==> src/rtl/muldiv_seq.sv <==
// ---------------------------------------------------------------------------
// muldiv_seq -- sequential 16x16 unsigned multiply / divide engine that
// borrows an external combinational ALU for its per-iteration add/subtract.
//
// Ports:
//   clk       in   1   clock, all state updates on the rising edge
//   rst       in   1   synchronous active-high reset
//   start     in   1   request pulse, only looked at while idle
//   op        in   1   0 = multiply, 1 = divide
//   a, b      in  16   multiplicand/dividend, multiplier/divisor
//   busy      out  1   engine occupied (MUL, DIV or DONE)
//   done      out  1   one-cycle completion pulse
//   res_lo    out 16   product low half / quotient
//   res_hi    out 16   remainder (0 for multiply)
//   div_zero  out  1   last divide had a zero divisor
//   alu_op1   out 16   operands and command to the shared ALU
//   alu_op2   out 16
//   alu_cmd   out  3   000 = add, 001 = subtract
//   alu_res   in  16   ALU result, valid in the same cycle
// ---------------------------------------------------------------------------
module muldiv_seq (
  input  logic        clk,
  input  logic        rst,
  input  logic        start,
  input  logic        op,
  input  logic [15:0] a,
  input  logic [15:0] b,
  output logic        busy,
  output logic        done,
  output logic [15:0] res_lo,
  output logic [15:0] res_hi,
  output logic        div_zero,
  output logic [15:0] alu_op1,
  output logic [15:0] alu_op2,
  output logic [2:0]  alu_cmd,
  input  logic [15:0] alu_res
);

  typedef enum logic [1:0] {S_IDLE, S_MUL, S_DIV, S_DONE} state_t;

  state_t      state_q, state_d;
  logic [3:0]  cnt_q, cnt_d;
  // Shared working registers:
  //   MUL: acc = running product, opa = shifted multiplicand, opb = multiplier
  //   DIV: acc = partial remainder, opa = dividend/quotient shift register,
  //        opb = divisor
  logic [15:0] acc_q, acc_d;
  logic [15:0] opa_q, opa_d;
  logic [15:0] opb_q, opb_d;
  logic [15:0] res_lo_q, res_lo_d;
  logic [15:0] res_hi_q, res_hi_d;
  logic        dz_q, dz_d;

  logic [16:0] rs;
  logic        rs_ge;

  always_comb begin
    state_d  = state_q;
    cnt_d    = cnt_q;
    acc_d    = acc_q;
    opa_d    = opa_q;
    opb_d    = opb_q;
    res_lo_d = res_lo_q;
    res_hi_d = res_hi_q;
    dz_d     = dz_q;
    alu_op1  = 16'd0;
    alu_op2  = 16'd0;
    alu_cmd  = 3'b000;
    // Shifted remainder: next dividend bit enters from the quotient MSB.
    rs       = {acc_q, opa_q[15]};
    rs_ge    = (rs >= {1'b0, opb_q});

    case (state_q)
      S_IDLE: begin
        if (start) begin
          acc_d = 16'd0;
          opa_d = a;
          opb_d = b;
          cnt_d = 4'd0;
          dz_d  = 1'b0;
          if (!op) begin
            state_d = S_MUL;
          end else if (b != 16'd0) begin
            state_d = S_DIV;
          end else begin
            // Zero divisor: finish immediately without touching the ALU.
            state_d  = S_DONE;
            res_lo_d = 16'hFFFF;
            res_hi_d = a;
            dz_d     = 1'b1;
          end
        end
      end

      S_MUL: begin
        alu_cmd = 3'b000;
        alu_op1 = acc_q;
        alu_op2 = opa_q;
        if (opb_q[0]) begin
          acc_d = alu_res;
        end
        opa_d = {opa_q[14:0], 1'b0};
        opb_d = {1'b0, opb_q[15:1]};
        cnt_d = cnt_q + 4'd1;
        if (cnt_q == 4'd15) begin
          state_d  = S_DONE;
          res_lo_d = acc_d;
          res_hi_d = 16'd0;
        end
      end

      S_DIV: begin
        alu_cmd = 3'b001;
        alu_op1 = rs[15:0];
        alu_op2 = opb_q;
        // When rs[16] is set the true difference is still below the divisor,
        // so the 16-bit ALU result is exact.
        if (rs_ge) begin
          acc_d = alu_res;
          opa_d = {opa_q[14:0], 1'b1};
        end else begin
          acc_d = rs[15:0];
          opa_d = {opa_q[14:0], 1'b0};
        end
        cnt_d = cnt_q + 4'd1;
        if (cnt_q == 4'd15) begin
          state_d  = S_DONE;
          res_lo_d = opa_d;
          res_hi_d = acc_d;
        end
      end

      S_DONE: begin
        state_d = S_IDLE;
      end

      default: begin
        state_d = S_IDLE;
      end
    endcase
  end

  always_ff @(posedge clk) begin
    if (rst) begin
      state_q  <= S_IDLE;
      cnt_q    <= 4'd0;
      acc_q    <= 16'd0;
      opa_q    <= 16'd0;
      opb_q    <= 16'd0;
      res_lo_q <= 16'd0;
      res_hi_q <= 16'd0;
      dz_q     <= 1'b0;
    end else begin
      state_q  <= state_d;
      cnt_q    <= cnt_d;
      acc_q    <= acc_d;
      opa_q    <= opa_d;
      opb_q    <= opb_d;
      res_lo_q <= res_lo_d;
      res_hi_q <= res_hi_d;
      dz_q     <= dz_d;
    end
  end

  assign busy     = (state_q != S_IDLE);
  assign done     = (state_q == S_DONE);
  assign res_lo   = res_lo_q;
  assign res_hi   = res_hi_q;
  assign div_zero = dz_q;

endmodule

==> config.mk <==
export PLATFORM = sky130hd
export DESIGN_NAME = muldiv_seq
export DESIGN_NICKNAME = d
export VERILOG_FILES = /design/src/rtl/muldiv_seq.sv
export SDC_FILE = /design/constraint.sdc
export NUM_CORES = 1
export LEC_CHECK = 0
export ABC_AREA = 1
export CORE_UTILIZATION = 54
export CTS_CLUSTER_SIZE = 40
export DETAILED_ROUTE_END_ITERATION = 10
export MAX_ROUTING_LAYER = met4
export PLACE_DENSITY = 0.86
export SLEW_MARGIN = 20
export SYNTH_ARGS = -nofsm -noshare
export SYNTH_HDL_FRONTEND = slang
export SYNTH_SLANG_ARGS = --single-unit
export TNS_END_PERCENT = 50
==> constraint.sdc <==
create_clock -name clk -period 2.61 [get_ports clk]
set_input_delay 0.522 -clock clk [delete_from_list [all_inputs] [get_ports clk]]
set_output_delay 0.522 -clock clk [all_outputs]
set_load 0.02 [all_outputs]
==> Word level (Yosys, flattened, before mapping) <==
Index checks and enable logic that the tools add are counted.
{ "word_totals": {"register_bits": 87, "input_bits": 52, "wordCells": 66} }
{ "classes": {"add_sub_neg": 1, "n_lt_le_gt_ge": 1, "eq_ne": 10, "n_mux": 33, "n_reduce_logical": 13} }
{ "op_table": {"columns": ["operator", "count"], "rows": [
  ["2-to-1 mux 16 bit", 15],
  ["case mux 16 bit (3 select lines)", 4],
  ["case mux 16 bit (2 select lines)", 3],
  ["greater-or-equal comparator 17 x 16 -> 1 bit", 1],
  ["nonzero test 16 bit", 1],
  ["!= test 2 bit, second input constant", 5],
  ["AND reduction 2 bit", 5],
  ["case mux 4 bit (2 select lines)", 1],
  ["2-to-1 mux 2 bit", 3],
  ["case mux 2 bit (3 select lines)", 1],
  ["AND reduction 6 bit", 1],
  ["nonzero test 2 bit", 3],
  ["2-to-1 mux 1 bit", 5],
  ["adder 4 x 1 -> 4 bit, second input constant", 1],
  ["equality test 2 bit, second input constant", 2],
  ["equality test 4 bit, second input constant", 1],
  ["2-to-1 mux 4 bit", 1],
  ["nonzero test 3 bit", 1],
  ["equality test 2 x 1 -> 1 bit, second input constant", 1],
  ["logical NOT 2 bit", 1],
  ["!= test 2 x 1 -> 1 bit, second input constant", 1],
  ["OR reduction 2 bit", 1]
]} }

==> Logic depth before layout (Yosys ltp) <==
Gate-level depths: netlist of run 1.
{ "logic_depth": {"ltp_word": 5, "ltp_mapped": 17} }

==> Worst setup path before layout of run 1 <==
No wires, ideal clock.
{ "synth_timing": {"path_type": "register to output", "startpoint": "reg state_q[0]", "endpoint": "out alu_op2[0]", "arrival_time_ns": 1.798, "required_time_ns": 2.088, "setup_slack_ns": 0.290, "stages_incl_launch_ff": 7, "path_cell_list": "dfxtp_1 > inv_1 > ha_1 > clkbuf_1 > buf_1 > nand2_1 > a21oi_1"} }
{ "synth_between": {"elab_chain_len": 2, "elab_cells_between_ends": 3, "classes_between": "2 x eq/ne; 1 x mux"} }
{ "synth_lines": {"columns": ["element", "line_no", "text"], "rows": [
  ["start, declared", "41", "state_t state_q, state_d;"],
  ["start signal, assigned", "154", "state_q <= state_d;"],
  ["equality test 2 bit / equality test 2 x 1 -> 1 bit (equally long branches)", "73", "case (state_q)"],
  ["case mux 16 bit (2 select lines) (*)", "73", null],
  ["end, declared", "34", "output logic [15:0] alu_op2,"]
]} }
Every way passes the cells marked *; elsewhere a longest branch is shown, timed or not.

==> Worst setup path after layout of run 1 <==
{ "layout_timing": {"startpoint": "reg state_q[0]", "endpoint": "out alu_op1[11]"} }
{ "layout_between": {"elab_chain_len": 2, "elab_cells_between_ends": 3, "classes_between": "2 x eq/ne; 1 x mux"} }
{ "layout_lines": {"columns": ["element", "line_no", "text"], "rows": [
  ["equality test 2 bit / equality test 2 x 1 -> 1 bit (equally long branches)", "73", null],
  ["case mux 16 bit (2 select lines) (*)", "73", null],
  ["end, declared", "33", "output logic [15:0] alu_op1,"]
]} }
Marked as above.

==> results of run 1 <==
## area by class of cell
class	count	area [um^2]
clock inverters	6	76.3
fillers	762	2610
inverters	58	220
clock buffers	10	128
flip-flops and latches	87	1740
repair buffers	141	1390
well taps	111	139
multi-input cells	581	2890
## kinds of logic (layout without fill, tap and decap cells)
kind of cell               after synthesis  count (layout)  synth area share, %
DFF                                     87              87                 34.2
adders and majority gates               21              21                 5.16
buffers and inverters                  113             215                 9.14
other                                    1               2               0.0736
AOI/OAI and AO/OA                      238             238                 25.6
xor gates and xnor gates                 1               1                0.172
and+or+nand+nor                        319             319                 25.6
## power by group
part           leakage (uW)  switching, uW  internal [uW]
registers          0.000712            465           1800
logic               0.00201           2560           1430
clock network      0.000103            541            461
total               0.00283           3570           3690
## worst paths after layout
check / endpoint / slack, ns / depth (start not counted)
worst max-delay path: alu_op1[11] / 0.08 / 6
worst min-delay path: div_zero / 0.48 / 2
worst max register to register: res_hi[13] / 0.22 / 10
worst min register to register: div_zero / 0.48 / 2
## what timing repair did
action / CTS / global route
setup endpoints to repair: 32 / 21
gates cloned: 0 / 0
buffers inserted: 0 / 0
resized for setup: 32 / 4
## per-stage QoR
| step | hold WS, ns | worst slack (ns) |
|---|---|---|
| 2_1_floorplan | 0.454 | 0.290 |
| 3_3_place_gp | 0.456 | 0.294 |
| 3_5_place_dp | 0.462 | 0.189 |
| 4_1_cts | 0.480 | 0.0503 |
| 5_1_grt | 0.510 | 0.000145 |
| 6_report | 0.478 | 0.0805 |
## flip-flops by register name (all words and copies together), names as in the netlist
name,count
state_q,2
res_lo,16
div_zero,1
opa_q,16
cnt_q,4
res_hi,16
opb_q,16
acc_q,16
## worst min-delay path, cell delays in order (launching register included)
cell and delay (ns):
dfxtp_1 0.32, nand2_1 0.06, a21oi_1 0.06
## layer usage
metal | up-vias | global-route usage [%] | part of all wire, % | wire (um)
met2 | 311 | 54.4 | 45 | 7480
li1 | 2799 | - | - | -
met4 | 0 | 11.8 | 1.8 | 305
met1 | 2660 | 48.0 | 44 | 7420
met5 | - | - | 0 | 0
met3 | 42 | 6.39 | 9.2 | 1540
## layout by cell type, fill, tap and decap left out, drive strengths merged, types with 10 or more instances in the layout
cell type / count
nand2: 263
dfxtp: 87
a21oi: 90
a31oi: 61
ha: 21
clkbuf: 10
buf: 22
o21ai: 85
inv: 59
clkdlybuf4s50: 87
nand3: 23
dlygate4sd2: 32
nor2: 25
==> summary.txt, run 1 <==
STA
  • Final Cycle Share: a little under 100%
  • Final setup fails: 0
  • Clk_skew: 0.0163 ns
  • Final Max Tran Viols: 0
  • Pin slew with the least headroom to its limit: ~0.53 ns
  • RSZ-0062 raised after global routing: false
  • Setup TNS: 0 ns
  • Relative slew slack: 64.5%
  • Final hold violations: 0
  • Final min period: roughly 2.5 ns
  • Fmax: 0.395 GHz

Die
  • Core Area: 0.00920 mm^2
  • Starting Density: a little under three fifths
  • Die outline height: 99.1 um
  • Die Wd: 99.1 um
  • Die Area: 0.00983 mm^2
  • Row cnt: 35
  • Num ports: 122

Placement
  • Placer congestion estimate: 0.958
  • Placed cell areas: 0.00641 mm^2
  • IO Port Bufs: 119
  • Hpwl dp: 12000 um
  • Placed cells: between 900 and 1000

Logic synthesis
  • Yosys reg bits: 87
  • Largest cells by area after synthesis: dfxtp_1 34%, nand2_1 18%, a21oi_1 8.0%
  • Synth area leader: dfxtp_1
  • Number of library cell types mapped by synthesis: 34
  • Share of the synthesized area in the top cell type: 34.2%
  • FFs w/ async S/R, synth: 0%
  • Synth top cells by count: 251 x nand2_1, 87 x dfxtp_1, 81 x a21oi_1
  • Number of synthesized flops with an enable pin: 0
  • Cells after Synth: 780
  • Netlist Area Pre-Place: 0.00509 mm^2
  • Register area share after synthesis: 34.2%
  • Main flop type after synthesis: dfxtp_1
  • Synthesis Warnings: 0
  • Synth Area per Inst: ~6.5 um^2
  • Most common cell in the synthesized netlist: nand2_1

Clock tree
  • CTS tree: yes
  • Sink Count: 87
  • Clk root buf: clkbuf_8
  • Clock slew seen by the registers of the worst setup and hold paths: 0.10 ns
  • Max H-tree Level: 3
  • Clock Latency Late Sink: 0.37 ns
  • CTS Buffer Depth: 2
  • Num CTS Buffers: 9
  • Post-CTS Hold Buffers: 0

Final layout
  • Final cell count without fillers: 994
  • Ant. Diodes: 0
  • P&R area growth vs syn: 29.2%
  • Design Area, Final: 0.00659 mm^2
  • Final net count: 951
  • Fraction of layout cells with a size suffix above 1: between 7 and 8%
  • Core Util, Final: around 70%

Route
  • Via/cell ratio: 5.85
  • First drt pass iteration count: 7
  • DRC viols: 0
  • Average routed wire per standard cell: approximately 17 um
  • Initial DRC count: between 400 and 500
  • DRT antenna net count: 0
  • Final Routed Wirelength: 16700 um
  • Vias: 5812

Worst setup path
  • Crit path from: state_q[0]
  • Slowest stage cell, crit path: dfxtp_1
  • Worst setup SP type: register
  • CP Class: reg2out
  • Setup crit end kind: primary output
  • Worst Path Required: 2.09 ns
  • Max FO, Critical Path: 15
  • Slowest stage delay, CP: 0.40 ns
  • Worst-path cell chain: inv_1 -> ha_1 -> inv_4 -> buf_12 -> a21oi_1 -> dlygate4sd2_1
  • CP bufs+invs: 4
  • Top delay family on crit path: buffers and inverters
  • Worst R2R Start: state_q[0]
  • CP arrival: around 2 ns

Power
  • Peak supply drop: 0.00107 V
  • P_leak: about 0.0028 uW
  • Tot Pwr: 7260 uW
  • PD cells: 1100 mW/mm^2

Global route
  • Total congestion overflow: 0
  • Global-route usage over all layers: a little over a third
  • Antenna violations before repair: 0
  • Pin count of the biggest net entering global routing: 65
  • First-pass GRT wire length: about 27000 um
  • Vias in the first global route: roughly 5500

Run status
  • Status: finished, final reports clean

Flow run
  • Max-cap violations: 0

Min path
  • HP Class: reg2reg
  • Hold Path Origin: div_zero
Note: power is estimated with default switching activity, not from simulation.
==> run 2: changes to the inputs <==
--- a/config.mk
+++ b/config.mk
@@ -6,11 +6,12 @@
 export NUM_CORES = 1
 export LEC_CHECK = 0
 export ABC_AREA = 1
-export CORE_UTILIZATION = 54
+export CORE_UTILIZATION = 50
 export CTS_CLUSTER_SIZE = 40
 export DETAILED_ROUTE_END_ITERATION = 10
 export MAX_ROUTING_LAYER = met4
-export PLACE_DENSITY = 0.86
+export PLACE_DENSITY = 0.8
+export RECOVER_POWER = 25
 export SLEW_MARGIN = 20
 export SYNTH_ARGS = -nofsm -noshare
 export SYNTH_HDL_FRONTEND = slang
==> summary.txt, run 2 (synthesis gave the netlist of run 1 again) <==
Run status
  • Status: finished, final reports clean (unchanged)

Die
  • Num ports: 122 (unchanged)
  • Die Wd: 103 um (was 99.1 um)
  • Row cnt: 36 (was 35)
  • Core Area: 0.00982 mm^2 (was 0.00920 mm^2)
  • Die Area: 0.0106 mm^2 (was 0.00983 mm^2)
  • Die outline height: 103 um (was 99.1 um)
  • Starting Density: 51.9% (was 55.4%)

Clock tree
  • Num CTS Buffers: 9 (unchanged)
  • Post-CTS Setup Inserts: 0 (unchanged)
  • Clock Latency Late Sink: 0.37 ns (about the same)
  • Clk root buf: clkbuf_8 (unchanged)
  • CTS Buffer Depth: 2 (unchanged)
  • Sink Count: 87 (unchanged)
  • Clock slew seen by the registers of the worst setup and hold paths: 0.09 ns (was 0.10 ns)
  • CTS tree: yes (unchanged)
  • Max H-tree Level: 3 (unchanged)

Route
  • Initial DRC count: 467 (was 455)
  • First drt pass iteration count: 5 (was 7)
  • Average routed wire per standard cell: 16.9 um (was 16.8 um)
  • Vias: 5750 (was 5812)
  • DRT antenna net count: 0 (unchanged)
  • DRC viols: 0 (unchanged)
  • Final Routed Wirelength: 17200 um (was 16700 um)
  • Via/cell ratio: 5.67 (was 5.85)

Final layout
  • Fraction of layout cells with a size suffix above 1: 7.26% (was 7.47%)
  • Final net count: 949 (was 951)
  • Most common cell after layout, fill and taps aside: nand2_1 (unchanged)
  • Final cell count without fillers: 1014 (was 994)
  • Core Util, Final: 67.3% (was 71.6%)
  • P&R area growth vs syn: 29.8% (was 29.2%)
  • Most frequent cells in the layout: 251 x nand2_1, 87 x dfxtp_1, 81 x a21oi_1 (was 251 x nand2_1, 87 x dfxtp_1, 87 x clkdlybuf4s50_1)
  • Ant. Diodes: 0 (unchanged)

STA
  • Final hold violations: 0 (unchanged)
  • Final min period: 2.52 ns (was 2.53 ns)
  • Relative slew slack: 36.5% (was 64.5%)
  • Pin slew with the least headroom to its limit: 0.953 ns (was 0.527 ns)
  • Final Cycle Share: 96.5% (was 96.9%)
  • Clk_skew: 0.0114 ns (was 0.0163 ns)
  • Final setup fails: 0 (unchanged)
  • Setup TNS: 0 ns (unchanged)
  • Final Max Tran Viols: 0 (unchanged)
  • RSZ-0062 raised after global routing: true (was false)
  • Fmax: 0.397 GHz (was 0.395 GHz)

Global route
  • Pin count of the biggest net entering global routing: 66 (was 65)
  • Total congestion overflow: 0 (unchanged)
  • Global-route usage over all layers: 34.2% (was 35.7%)
  • Antenna violations before repair: 0 (unchanged)
  • First-pass GRT wire length: 26700 um (was 26800 um)
  • Vias in the first global route: 5123 (was 5459)

Worst setup path
  • Slowest stage delay, CP: 0.41 ns (was 0.40 ns)
  • Worst reg-to-reg setup slack: 0.18 ns (was 0.22 ns)
  • Worst R2R Start: state_q[1] (was state_q[0])
  • CP Class: reg2out (unchanged)
  • R2R Path End: opb_q[14] (was res_hi[13])
  • Slowest stage cell, crit path: dfxtp_1 (unchanged)
  • Worst setup SP type: register (unchanged)
  • Top delay family on crit path: buffers and inverters (unchanged)
  • Worst Path Required: 2.09 ns (about the same)
  • Reg2reg path depth: 9 (was 10)
  • CP bufs+invs: 4 (unchanged)
  • Max FO, Critical Path: 53 (was 15)
  • Worst-path cell chain: inv_1 -> ha_1 -> inv_2 -> buf_12 -> a21oi_1 -> dlygate4sd2_1 (was inv_1 -> ha_1 -> inv_4 -> buf_12 -> a21oi_1 -> dlygate4sd2_1)
  • CP arrival: 2.00 ns (was 2.01 ns)
  • Setup crit end kind: primary output (unchanged)

Placement
  • Hpwl dp: 12300 um (was 12000 um)
  • IO Port Bufs: 119 (unchanged)
  • Placer congestion estimate: 0.915 (was 0.958)
  • Placed cells: 998 (was 978)

Power
  • P_leak: 0.00290 uW (was 0.00283 uW)
  • Tot Pwr: 7240 uW (was 7260 uW)
  • Peak supply drop: 0.000839 V (was 0.00107 V)
  • PD cells: 1090 mW/mm^2 (was 1100 mW/mm^2)

Min path
  • Worst Hold Path EP: div_zero (unchanged)
  • HP Class: reg2reg (unchanged)
  • Hold Path Origin: div_zero (unchanged)
  • Hold depth: 2 (unchanged)

Flow run
  • Max-cap violations: 0 (unchanged)
## run 2: timing repair
| action | CTS | global route |
|---|---|---|
| endpoints found under the setup margin | 32 | 4 |
| gates cloned | 0 | 0 |
| hold buffers | 0 | 0 |
| resized for setup | 31 | 4 |
| pin swaps | 0 | 0 |
## run 2: power breakdown
group          internal, uW  switching (uW)
Clock                   549             538
Sequential             1800             446
Combinational          1340            2570
## run 2: tightest hold or removal path: stages, from the launching register on
cell and delay [ns]:
dfxtp_1 0.32, nand2_1 0.06, a21oi_1 0.06
## run 2: layer usage
| metal | global-route usage [%] | part of all wire [%] |
|---|---|---|
| met5 | - | 0 |
| met4 | 10.4 | 1.2 |
| met3 | 5.36 | 8.9 |
| met2 | 49.6 | 44 |
| met1 | 48.5 | 46 |
## run 2: how the worst max path moves through the flow
stage	start	endpoint	slack [ns]	cells after the start
5_1_grt	state_q[0]	alu_op2[14]	-0.003	6
6_report	state_q[0]	alu_op2[13]	0.09	6
3_3_place_gp	state_q[1]	alu_op2[6]	0.25	6
4_1_cts	state_q[1]	alu_op1[7]	-0.13	6
2_1_floorplan	state_q[0]	alu_op2[0]	0.29	6
3_5_place_dp	state_q[0]	alu_op2[14]	0.20	6
## run 2: final cells by class
type	count	area, um^2
fillers	890	3210
multi-input cells	581	2890
flip-flops and latches	87	1740
repair buffers	139	1370
inverters	58	218
well taps	133	166
clock buffers	9	124
clock inverters	7	101
## run 2: metrics by stage
step                      instance area (um^2)  hold slack [ns]  worst slack, ns
final                                     6610            0.474           0.0910
after global routing                      6610            0.507         -0.00318
after CTS                                 6610            0.481           -0.132
after detailed placement                  6420            0.464            0.202
after global placement                    6420            0.461            0.250
after floorplan                           5100            0.454            0.290
